### src/rtl/i2s_rx_slave.sv
`default_nettype none
// ============================================================================
//  Module      : i2s_rx_slave
//  Description : I2S slave receiver. Oversamples BCK/LRCK/SDIN on mclk_in,
//                deserialises MSB-first words and presents one left/right
//                pair per frame with a single-cycle valid strobe, the bit
//                count of the right word and a left/right length mismatch flag.
//  Revision    : 1.0  initial release
// ============================================================================
module i2s_rx_slave #(
    parameter int DATA_WIDTH = 24   // must not exceed 63 (6-bit bit counter)
) (
    input  logic                  mclk_in,
    input  logic                  rst,
    input  logic                  enable,
    input  logic                  bck,
    input  logic                  lrck,
    input  logic                  sdin,
    output logic [DATA_WIDTH-1:0] left_data,
    output logic [DATA_WIDTH-1:0] right_data,
    output logic                  sample_valid,
    output logic [5:0]            bits_per_ch,
    output logic                  len_err
);

    localparam logic [1:0] c_st_sync  = 2'd0;
    localparam logic [1:0] c_st_left  = 2'd1;
    localparam logic [1:0] c_st_right = 2'd2;
    localparam logic [5:0] c_cnt_max  = 6'd63;

    // synchroniser stages; stage 3 of bck only serves edge detection
    logic r_bck_s1, r_bck_s2, r_bck_s3;
    logic r_lrck_s1, r_lrck_s2;
    logic r_sdin_s1, r_sdin_s2;

    logic w_bck_rise;
    logic w_lrck_s;
    logic w_sdin_s;

    // receiver state
    logic [1:0]            r_state;
    logic [1:0]            w_state_nxt;
    logic [5:0]            r_cnt;
    logic [5:0]            w_cnt_nxt;
    logic [5:0]            w_cnt_inc;
    logic [DATA_WIDTH-1:0] r_sr;
    logic [DATA_WIDTH-1:0] w_sr_nxt;
    logic [DATA_WIDTH-1:0] w_sr_ins;
    logic [DATA_WIDTH-1:0] r_left_word;
    logic [DATA_WIDTH-1:0] w_left_word_nxt;
    logic [5:0]            r_left_cnt;
    logic [5:0]            w_left_cnt_nxt;
    logic                  r_lrck_prev;
    logic                  w_word_end;
    logic                  w_pair_done;

    // output registers
    logic [DATA_WIDTH-1:0] r_left_data;
    logic [DATA_WIDTH-1:0] r_right_data;
    logic                  r_sample_valid;
    logic [5:0]            r_bits_per_ch;
    logic                  r_len_err;

    // Two-flop synchronisers; lrck/sdin share the same depth so they stay
    // aligned with the bck edge that qualifies them.
    always_ff @(posedge mclk_in) begin
        if (rst) begin
            r_bck_s1  <= 1'b0;
            r_bck_s2  <= 1'b0;
            r_bck_s3  <= 1'b0;
            r_lrck_s1 <= 1'b0;
            r_lrck_s2 <= 1'b0;
            r_sdin_s1 <= 1'b0;
            r_sdin_s2 <= 1'b0;
        end else begin
            r_bck_s1  <= bck;
            r_bck_s2  <= r_bck_s1;
            r_bck_s3  <= r_bck_s2;
            r_lrck_s1 <= lrck;
            r_lrck_s2 <= r_lrck_s1;
            r_sdin_s1 <= sdin;
            r_sdin_s2 <= r_sdin_s1;
        end
    end

    assign w_bck_rise = r_bck_s2 & ~r_bck_s3;
    assign w_lrck_s   = r_lrck_s2;
    assign w_sdin_s   = r_sdin_s2;
    assign w_word_end = (w_lrck_s != r_lrck_prev);
    assign w_cnt_inc  = (r_cnt == c_cnt_max) ? r_cnt : r_cnt + 6'd1;

    // Shift register with the current bit dropped into its MSB-first slot;
    // bits beyond DATA_WIDTH match no slot and are discarded.
    always_comb begin
        w_sr_ins = r_sr;
        for (int i = 0; i < DATA_WIDTH; i++) begin
            if (r_cnt == 6'(DATA_WIDTH - 1 - i)) begin
                w_sr_ins[i] = w_sdin_s;
            end
        end
    end

    // LRCK of the previous bck rise tells which channel the current bit is for.
    always_ff @(posedge mclk_in) begin
        if (rst) begin
            r_lrck_prev <= 1'b1;
        end else if (w_bck_rise) begin
            r_lrck_prev <= w_lrck_s;
        end
    end

    // Next-state / datapath decode for the SYNC -> LEFT -> RIGHT word machine.
    always_comb begin
        w_state_nxt     = r_state;
        w_cnt_nxt       = r_cnt;
        w_sr_nxt        = r_sr;
        w_left_word_nxt = r_left_word;
        w_left_cnt_nxt  = r_left_cnt;
        w_pair_done     = 1'b0;

        if (!enable) begin
            w_state_nxt = c_st_sync;
            w_cnt_nxt   = 6'd0;
            w_sr_nxt    = '0;
        end else if (w_bck_rise) begin
            case (r_state)
                c_st_sync: begin
                    if (r_lrck_prev && !w_lrck_s) begin
                        w_state_nxt = c_st_left;
                        w_cnt_nxt   = 6'd0;
                        w_sr_nxt    = '0;
                    end
                end
                c_st_left: begin
                    if (!w_word_end) begin
                        w_sr_nxt  = w_sr_ins;
                        w_cnt_nxt = w_cnt_inc;
                    end else if (!r_lrck_prev && w_lrck_s) begin
                        w_left_word_nxt = w_sr_ins;
                        w_left_cnt_nxt  = w_cnt_inc;
                        w_cnt_nxt       = 6'd0;
                        w_sr_nxt        = '0;
                        w_state_nxt     = c_st_right;
                    end else begin
                        w_state_nxt = c_st_sync;
                        w_cnt_nxt   = 6'd0;
                        w_sr_nxt    = '0;
                    end
                end
                c_st_right: begin
                    if (!w_word_end) begin
                        w_sr_nxt  = w_sr_ins;
                        w_cnt_nxt = w_cnt_inc;
                    end else if (r_lrck_prev && !w_lrck_s) begin
                        w_pair_done = 1'b1;
                        w_cnt_nxt   = 6'd0;
                        w_sr_nxt    = '0;
                        w_state_nxt = c_st_left;
                    end else begin
                        w_state_nxt = c_st_sync;
                        w_cnt_nxt   = 6'd0;
                        w_sr_nxt    = '0;
                    end
                end
                default: begin
                    w_state_nxt = c_st_sync;
                    w_cnt_nxt   = 6'd0;
                    w_sr_nxt    = '0;
                end
            endcase
        end
    end

    // State, bit counter, shift register and held left word.
    always_ff @(posedge mclk_in) begin
        if (rst) begin
            r_state     <= c_st_sync;
            r_cnt       <= 6'd0;
            r_sr        <= '0;
            r_left_word <= '0;
            r_left_cnt  <= 6'd0;
        end else begin
            r_state     <= w_state_nxt;
            r_cnt       <= w_cnt_nxt;
            r_sr        <= w_sr_nxt;
            r_left_word <= w_left_word_nxt;
            r_left_cnt  <= w_left_cnt_nxt;
        end
    end

    // Publish a completed pair; the strobe lands with the new data one cycle
    // after the right word's LSB rise.
    always_ff @(posedge mclk_in) begin
        if (rst) begin
            r_left_data    <= '0;
            r_right_data   <= '0;
            r_sample_valid <= 1'b0;
            r_bits_per_ch  <= 6'd0;
            r_len_err      <= 1'b0;
        end else begin
            r_sample_valid <= w_pair_done;
            if (w_pair_done) begin
                r_left_data   <= r_left_word;
                r_right_data  <= w_sr_ins;
                r_bits_per_ch <= w_cnt_inc;
                r_len_err     <= (w_cnt_inc != r_left_cnt);
            end
        end
    end

    assign left_data    = r_left_data;
    assign right_data   = r_right_data;
    assign sample_valid = r_sample_valid;
    assign bits_per_ch  = r_bits_per_ch;
    assign len_err      = r_len_err;

endmodule
`default_nettype wire

### config.mk
export PLATFORM = sky130hd
export DESIGN_NAME = i2s_rx_slave
export DESIGN_NICKNAME = d
export VERILOG_FILES = /design/src/rtl/i2s_rx_slave.sv
export SDC_FILE = /design/constraint.sdc
export NUM_CORES = 1
export LEC_CHECK = 0
export ABC_AREA = 1
export CORE_ASPECT_RATIO = 1.5
export CORE_MARGIN = 2
export CORE_UTILIZATION = 39
export DETAILED_ROUTE_END_ITERATION = 6
export MAX_ROUTING_LAYER = met4
export PLACE_DENSITY = 0.56
export SYNTH_ARGS = -nofsm -noshare
export SYNTH_HDL_FRONTEND = slang
export SYNTH_SLANG_ARGS = --single-unit
### constraint.sdc
create_clock -name mclk_in -period 1.8 [get_ports mclk_in]
set_clock_uncertainty 0.05 [all_clocks]
set_input_delay 0.18 -clock mclk_in [delete_from_list [all_inputs] [get_ports mclk_in]]
set_output_delay 0.18 -clock mclk_in [all_outputs]
set_load 0.05 [all_outputs]
Word-level counts from Yosys, hierarchy flattened
Cells that the tools add are included.

cells by class
  add/subtract/negate cells = 1
  multipliers = 0
  div/mod/pow operators = 0
  $lt $le $gt $ge = 0
  equality and inequality tests = 31
  shift operators = 0
  muxes and demuxes = 42
  bitwise gates (word level) = 3
  reductions and logical operators = 11

operators with widths
  cell                                                  count
  equality test 6 x 4 -> 1 bit (second input constant)  8
  equality test 6 x 5 -> 1 bit (second input constant)  8
  two-way mux 24 bit                                    2
  one-hot mux 24 bit (2 select lines)                   1
  two-way mux 1 bit                                     30
  equality test 6 x 3 -> 1 bit (second input constant)  4
  two-way mux 6 bit                                     3
  equality test 6 x 2 -> 1 bit (second input constant)  2
  one-hot mux 6 bit (2 select lines)                    1
  two-way mux 2 bit                                     4
  adder 6 x 1 -> 6 bit (second input constant)          1
  equality test 6 x 1 -> 1 bit (second input constant)  1
  equality test 6 bit (second input constant)           1
  logical NOT 6 bit                                     1
  inequality test 2 bit (second input constant)         3
  inequality test 6 bit                                 1
  one-hot mux 2 bit (3 select lines)                    1
  AND reduction 5 bit                                   1
  AND reduction 4 bit                                   1
  OR reduction 2 bit                                    2
  equality test 2 x 1 -> 1 bit (second input constant)  1
  equality test 2 bit (second input constant)           1
  logical AND 1 bit                                     2
  logical NOT 1 bit                                     2
  5 further kinds                                       6

storage, ports and cells
  register bits after elaboration = 126
  bits in latches = 0
  memory bits (writable) = 0
  ROM bits = 0
  input port bits = 6
  output and inout bits = 56
  logic and storage cells = 106
  memories = 0

Longest topological paths before layout
Gate-level depths: netlist of the first run.

  word-level depth = 7
  mapped depth = 12
  mapped depth without buffers = 12

Least setup slack after synthesis of the first run
No wires, ideal clock.

  path type = register to register
  start = register r_cnt[0]
  end = register r_len_err, in the netlist len_err
  setup time = 109 ps
  arrival = 1467 ps
  data required time = 1641 ps
  path slack = 174 ps
  stages on the path, launching flop included = 13
  path buffers = 0
  period minus slack after synthesis = 1626 ps
  path through = dfxtp_1 > ha_1 > inv_1 > nor2_2 > nand2_2 > nand2_1 > nand2_1 > nand2_1 > nand2_1 > nor2_1 > nand3_1 > nand2_1 > inv_1

on the way
  longest elaborated chain between the ends = 3
  elaborated cells on any way between the ends = 4
  those cells by class = 1 x add/sub; 2 x eq/ne; 1 x mux

ends and longest elaborated chain
  element                                                      RTL line  source
  start, declared                                              43        logic [5:0] r_cnt;
  start signal, assigned                                       184       r_cnt <= w_cnt_nxt;
  adder 6 x 1 -> 6 bit or equality test 6 bit (tied branches)  90        assign w_cnt_inc = (r_cnt == c_cnt_max) ? r_cnt : r_cnt + 6'd1;
  two-way mux 6 bit (*)                                        90
  inequality test 6 bit (*)                                    206       r_len_err <= (w_cnt_inc != r_left_cnt);
  end signal, assigned                                         206
  end, declared                                                62        logic r_len_err;

Every way passes the cells marked *; elsewhere a longest branch is shown, timed or not.
A chain may end at the register's enable or synchronous reset.

Final worst setup path of the first run
  start = register r_bits_per_ch[3], in the netlist bits_per_ch[3]
  end = output port bits_per_ch[3]

RTL lines
  element                 RTL line  source
  start, declared         61        logic [5:0] r_bits_per_ch;
  start signal, assigned  205       r_bits_per_ch <= w_cnt_inc;
  end, declared           22        output logic [5:0] bits_per_ch,

No word-level cell between the ends.

==> flow_summary.json, run 1 <==
{
  "outcome": "completed",
  "r2r_end": "r_sr[18]",
  "reg2reg_depth": 9,
  "cts_made_buffers": 17,
  "arrival_ps": 1540,
  "endpoint_kind": "primary output",
  "drt-wirelength-per-cell_um": 13.9,
  "dr.pass1.iters": 5,
  "drv_cap": 0,
  "hold_end": "r_sdin_s1",
  "grtUsageTotal_pct": 19.9,
  "cp_cell_sequence": "clkdlybuf4s50_1",
  "ff2ff_setup_slack_ps": 100,
  "nFillCells": 1279,
  "layout_common_cells": "nand2_1 (131), dfxtp_1 (122), nor2_1 (110), inv_1 (86), o21ai_0 (74)",
  "slowest_delay_ps": 800,
  "rsz0062_at_grt": "yes",
  "antenna_found_initial": 0,
  "cts_hold_buf": 0,
  "ir_drop_v": 0.000716,
  "final_nets": 842,
  "drt_iter0_drc": 187,
  "drive_above_1_share_pct": 14.8,
  "die_w_um": 99.3,
  "crit_required_ps": 1570,
  "clock_latency_ps": 410,
  "htreeDepth": 4,
  "relSlewSlack_pct": 65.1,
  "syn_area_per_cell_um2": 7.33,
  "hold_viol": 0,
  "first_global_vias": 4607,
  "clk_pin_slew_ps": 60,
  "ys_seq_area_share_pct": 47.5,
  "min_period_ps": 1770,
  "met1_usage_pct": 23.5,
  "slew_violations": 0,
  "syn_nets": 741,
  "gp_congestion": 0.931,
  "setup_violations": 0,
  "use_met3_pct": 3.81,
  "die_h_um": 147,
  "ys_types": 33,
  "cts_tree": "yes",
  "drc": 0,
  "wirelength_um": 13900,
  "synthTopCellsByArea": "dfxtp_1 (48%), nand2_1 (9.3%), nor2_1 (8.0%)",
  "min-delay-start": "sdin",
  "path_class": "reg2out",
  "antenna_cells": 0,
  "grt_first_pass_wirelength_um": 22700,
  "path_buf_inv": 1,
  "io_pins": 62,
  "met2_usage_pct": 33.5,
  "layout-area-overhead-vs-synth_pct": 35.6,
  "fin_util_pct": 53.7,
  "power_leakage_nw": 3.88,
  "detail-route-antenna-nets": 0,
  "synth_top_cell_by_area": "dfxtp_1",
  "cp_max_fo": 2,
  "core_area_mm2": 0.0134,
  "tightest_slew_ps": 522,
  "dieArea_mm2": 0.0146,
  "timing.final.crit_share_pct": 98.2,
  "grt.overflow.total": 0,
  "io_buffers": 61,
  "whs_path_depth": 3,
  "cts-root-buf": "clkbuf_16",
  "setup_tns_ps": 0,
  "grt_max_degree": 78,
  "worst_hold_path_type": "in2reg",
  "cp_top_family": "buffers and inverters",
  "vias_per_cell": 4.93,
  "hpwlAfterDp_um": 9610,
  "slowest_stage": "clkdlybuf4s50_1",
  "setup.worst_path.start_class": "flip-flop",
  "busiest_layer": "met2",
  "yosys.area.top_type_share_pct": 47.5,
  "power.density_mw_per_mm2": 890,
  "max_freq_mhz": 566,
  "row_count": 52,
  "synth_edf_count": 0,
  "netlist_area_mm2": 0.00531,
  "finalNonFillerCells": 999,
  "reg2reg_from": "r_cnt[0]",
  "ys_warn_count": 0,
  "clockBufferDepth": 2,
  "num_vias": 4929,
  "cts_sinks": 126,
  "mostFrequentLayoutCell": "nand2_1",
  "dp_cells": 965,
  "ys_ff_latch": 126,
  "power_w": 0.00641,
  "syn_inst": 724,
  "start_util_pct": 39.6,
  "synthFlopType": "dfxtp_1",
  "synthArstFlopShare_pct": 0
}
## sequential cells by signal, indices dropped and copies added, names as in the netlist, 2 cells and up
signal       cells
left_data       24
r_left_cnt       6
right_data      24
r_state          2
bits_per_ch      6
r_cnt            6
r_sr            24
r_left_word     24
## repair_timing
item                                   in CTS  in global routing
setup endpoints to repair                  10                109
endpoints found under the hold margin       0                  0
pin swaps                                   0                  3
gates resized for setup                     9                 60
cloned                                      0                  1
buffers inserted                            0                  2
## worst max path at each step
stage	end	cells past startpoint	startpoint	slack, ps
after CTS	right_data[8]	1	right_data[8]	1
after global routing	len_err	12	r_cnt[0]	-10
after detailed placement	right_data[16]	9	r_cnt[1]	-90
after global placement	right_data[17]	7	enable	-60
after floorplan	len_err	12	r_cnt[0]	170
final	bits_per_ch[3]	1	bits_per_ch[3]	30
## cell type report
class                      instances  area, um^2  area share [%]
multi-input combinational        470        2320            32.2
timing repair buffer             118        1200            16.7
clock inverter                    13         163            2.26
sequential                       126        2530            35.1
tap                              162         203            2.82
inverter                          92         345            4.80
clock buffer                      18         439            6.10
## per-stage QoR
step	hold slack, ps	setup WS [ps]	cell area (um^2)
global route	256	-11.5	7200
global placement	341	-62.9	6420
finish	229	33.1	7200
floorplan	237	174	5310
detailed placement	347	-88.0	6420
CTS	221	1.42	7010
## cells in the mapped netlist, types with 2 or more instances
cell	number
o21ai_1	4
nand3b_1	2
o21a_1	4
a21oi_1	57
nand4_1	2
o22ai_1	5
nand2_1	131
inv_2	5
nand3_1	17
buf_2	7
nor2_2	3
nor2_1	113
nor3_1	5
buf_4	2
or2_2	2
nor2_4	5
dfxtp_1	126
ha_1	11
clkbuf_1	25
o21ai_0	80
o211ai_1	19
inv_1	87
nand2_2	2
## cells by family (layout without fill, tap and decap cells)
kind of cell | Yosys count | after routing | share of synthesized area, %
AOI/OAI and AO/OA | 173 | 173 | 17.7
xor gates and xnor gates | 1 | 1 | 0.165
adders and majority gates | 11 | 11 | 2.59
buffers and inverters | 128 | 241 | 9.50
DFF | 126 | 126 | 47.5
and+or+nand+nor | 285 | 285 | 22.5
## power breakdown
part / switching [W] / leakage (nW) / internal (W)
Sequential: 0.00000418 / 1.02 / 0.00280
Combinational: 0.0000844 / 2.58 / 0.0000420
Clock: 0.00127 / 0.289 / 0.00221
Total: 0.00136 / 3.88 / 0.00505
## layer usage
metal / up-vias / part of all wire (%)
li1: 2515 / -
met1: 2271 / 43
met2: 124 / 51
met3: 19 / 4.4
met4: 0 / 1.7
met5: - / 0
(Power assumes the default switching activity.)
==> run 2, diff against run 1 <==
MAX_ROUTING_LAYER = unset   (was met4)
==> run 2 against run 1 <==
  * Setup slack better by 2.7 ps
  * Sequential power is essentially flat
  * Via count shrank 0.81%
  * Clock-buffer cell count is the same
  * Power about the same
  * Design area unchanged
  * First-iteration DRC count is 20% higher
  * Critical endpoint unchanged
==> flow_summary.json, run 2 (synthesized netlist as in run 1, its figures left out) <==
{
  "hold_viol": 0,
  "fin_util_pct": 53.7,
  "layout-area-overhead-vs-synth_pct": 35.6,
  "htreeDepth": 4,
  "antenna_cells": 0,
  "vias_per_cell": 4.89,
  "r2r_end": "r_sr[18]",
  "cp_num_cells": 1,
  "gp_congestion": 0.915,
  "tightest_slew_ps": 522,
  "row_count": 52,
  "layout_common_cells": "nand2_1 (131), dfxtp_1 (122), nor2_1 (110), inv_1 (86), o21ai_0 (74)",
  "timing.final.crit_share_pct": 98.0,
  "power.density_mw_per_mm2": 889,
  "clk_pin_slew_ps": 60,
  "path_buf_inv": 1,
  "cp_cell_sequence": "clkdlybuf4s50_1",
  "setup_violations": 0,
  "reg2reg_from": "r_cnt[0]",
  "cts_tree": "yes",
  "wirelength_um": 13900,
  "drt_iter0_drc": 225,
  "min-delay-start": "sdin",
  "cp_max_fo": 2,
  "slowest_stage": "clkdlybuf4s50_1",
  "outcome": "completed",
  "cts_sinks": 126,
  "clock_latency_ps": 410,
  "slew_violations": 0,
  "arrival_ps": 1530,
  "hpwlAfterDp_um": 9610,
  "cts_made_buffers": 17,
  "cp_top_family": "buffers and inverters",
  "crit_start": "bits_per_ch[3]",
  "drc": 0,
  "drv_cap": 0,
  "max_freq_mhz": 567,
  "first_global_vias": 4615,
  "relSlewSlack_pct": 65.1,
  "final_nets": 842,
  "drt-wirelength-per-cell_um": 13.9,
  "grt.overflow.total": 0,
  "cts-root-buf": "clkbuf_16",
  "slowest_delay_ps": 800,
  "reg2reg_depth": 9,
  "cts_hold_buf": 0,
  "hold_end": "r_sdin_s1",
  "die_h_um": 147,
  "rsz0062_at_grt": "yes",
  "num_vias": 4889,
  "grt_first_pass_wirelength_um": 22700,
  "clockBufferDepth": 2,
  "worst_hold_path_type": "in2reg",
  "power_leakage_nw": 3.88,
  "drive_above_1_share_pct": 14.8,
  "dr.pass1.iters": 5,
  "endpoint_kind": "primary output",
  "die_w_um": 99.3,
  "grt_max_degree": 78,
  "io_pins": 62,
  "ir_drop_v": 0.000713,
  "power_w": 0.00640,
  "crit_required_ps": 1570,
  "setup.worst_path.start_class": "flip-flop",
  "detail-route-antenna-nets": 0,
  "path_class": "reg2out",
  "core_area_mm2": 0.0134,
  "dieArea_mm2": 0.0146,
  "start_util_pct": 39.6,
  "io_buffers": 61,
  "ff2ff_setup_slack_ps": 100,
  "antenna_found_initial": 0,
  "mostFrequentLayoutCell": "nand2_1",
  "min_period_ps": 1760,
  "grtUsageTotal_pct": 19.3,
  "whs_path_depth": 3
}
## run 2: worst max-delay path by stage
stage	slack, ps	to
2_1_floorplan	170	len_err
3_3_place_gp	-60	right_data[17]
3_5_place_dp	-90	right_data[16]
4_1_cts	1	right_data[8]
5_1_grt	-10	len_err
6_report	40	bits_per_ch[3]
## run 2: repair_timing
item,CTS,global route
setup buffers,0,2
setup endpoints to repair,10,110
pin swaps,0,3
resized for setup,9,60
cloned,0,1
## run 2: layer usage
layer | share of wire (%) | routed length [um] | up-vias | track usage (%)
met4 | 1.6 | 226 | 0 | 6.30
met5 | 0 | 0 | - | 0
li1 | - | - | 2515 | -
met3 | 4.2 | 590 | 21 | 4.38
met1 | 43 | 5990 | 2241 | 23.4
met2 | 51 | 7090 | 112 | 33.6
## run 2: through the flow
step	area (um^2)	setup TNS (ps)	setup WS (ps)	hold WS [ps]	instances
floorplan	5310	0	174	237	724
global placement	6420	-1040	-62.9	341	965
detailed placement	6420	-1430	-88.0	347	965
CTS	7010	0	1.42	221	996
global route	7200	-10.6	-10.6	255	999
finish	7200	0	35.7	232	999
## run 2: layout make-up
cell class / instances / area, um^2
clock buffers: 18 / 439
clock inverters: 13 / 163
well taps: 162 / 203
inverters: 92 / 345
flip-flops and latches: 126 / 2530
multi-input cells: 470 / 2320
fillers: 1279 / 6210
repair buffers: 118 / 1200
## run 2: power breakdown
| part | leakage [nW] | switching, W | internal (W) |
|---|---|---|---|
| logic | 2.58 | 0.0000842 | 0.0000420 |
| registers | 1.02 | 0.00000418 | 0.00280 |
| clock network | 0.289 | 0.00126 | 0.00221 |
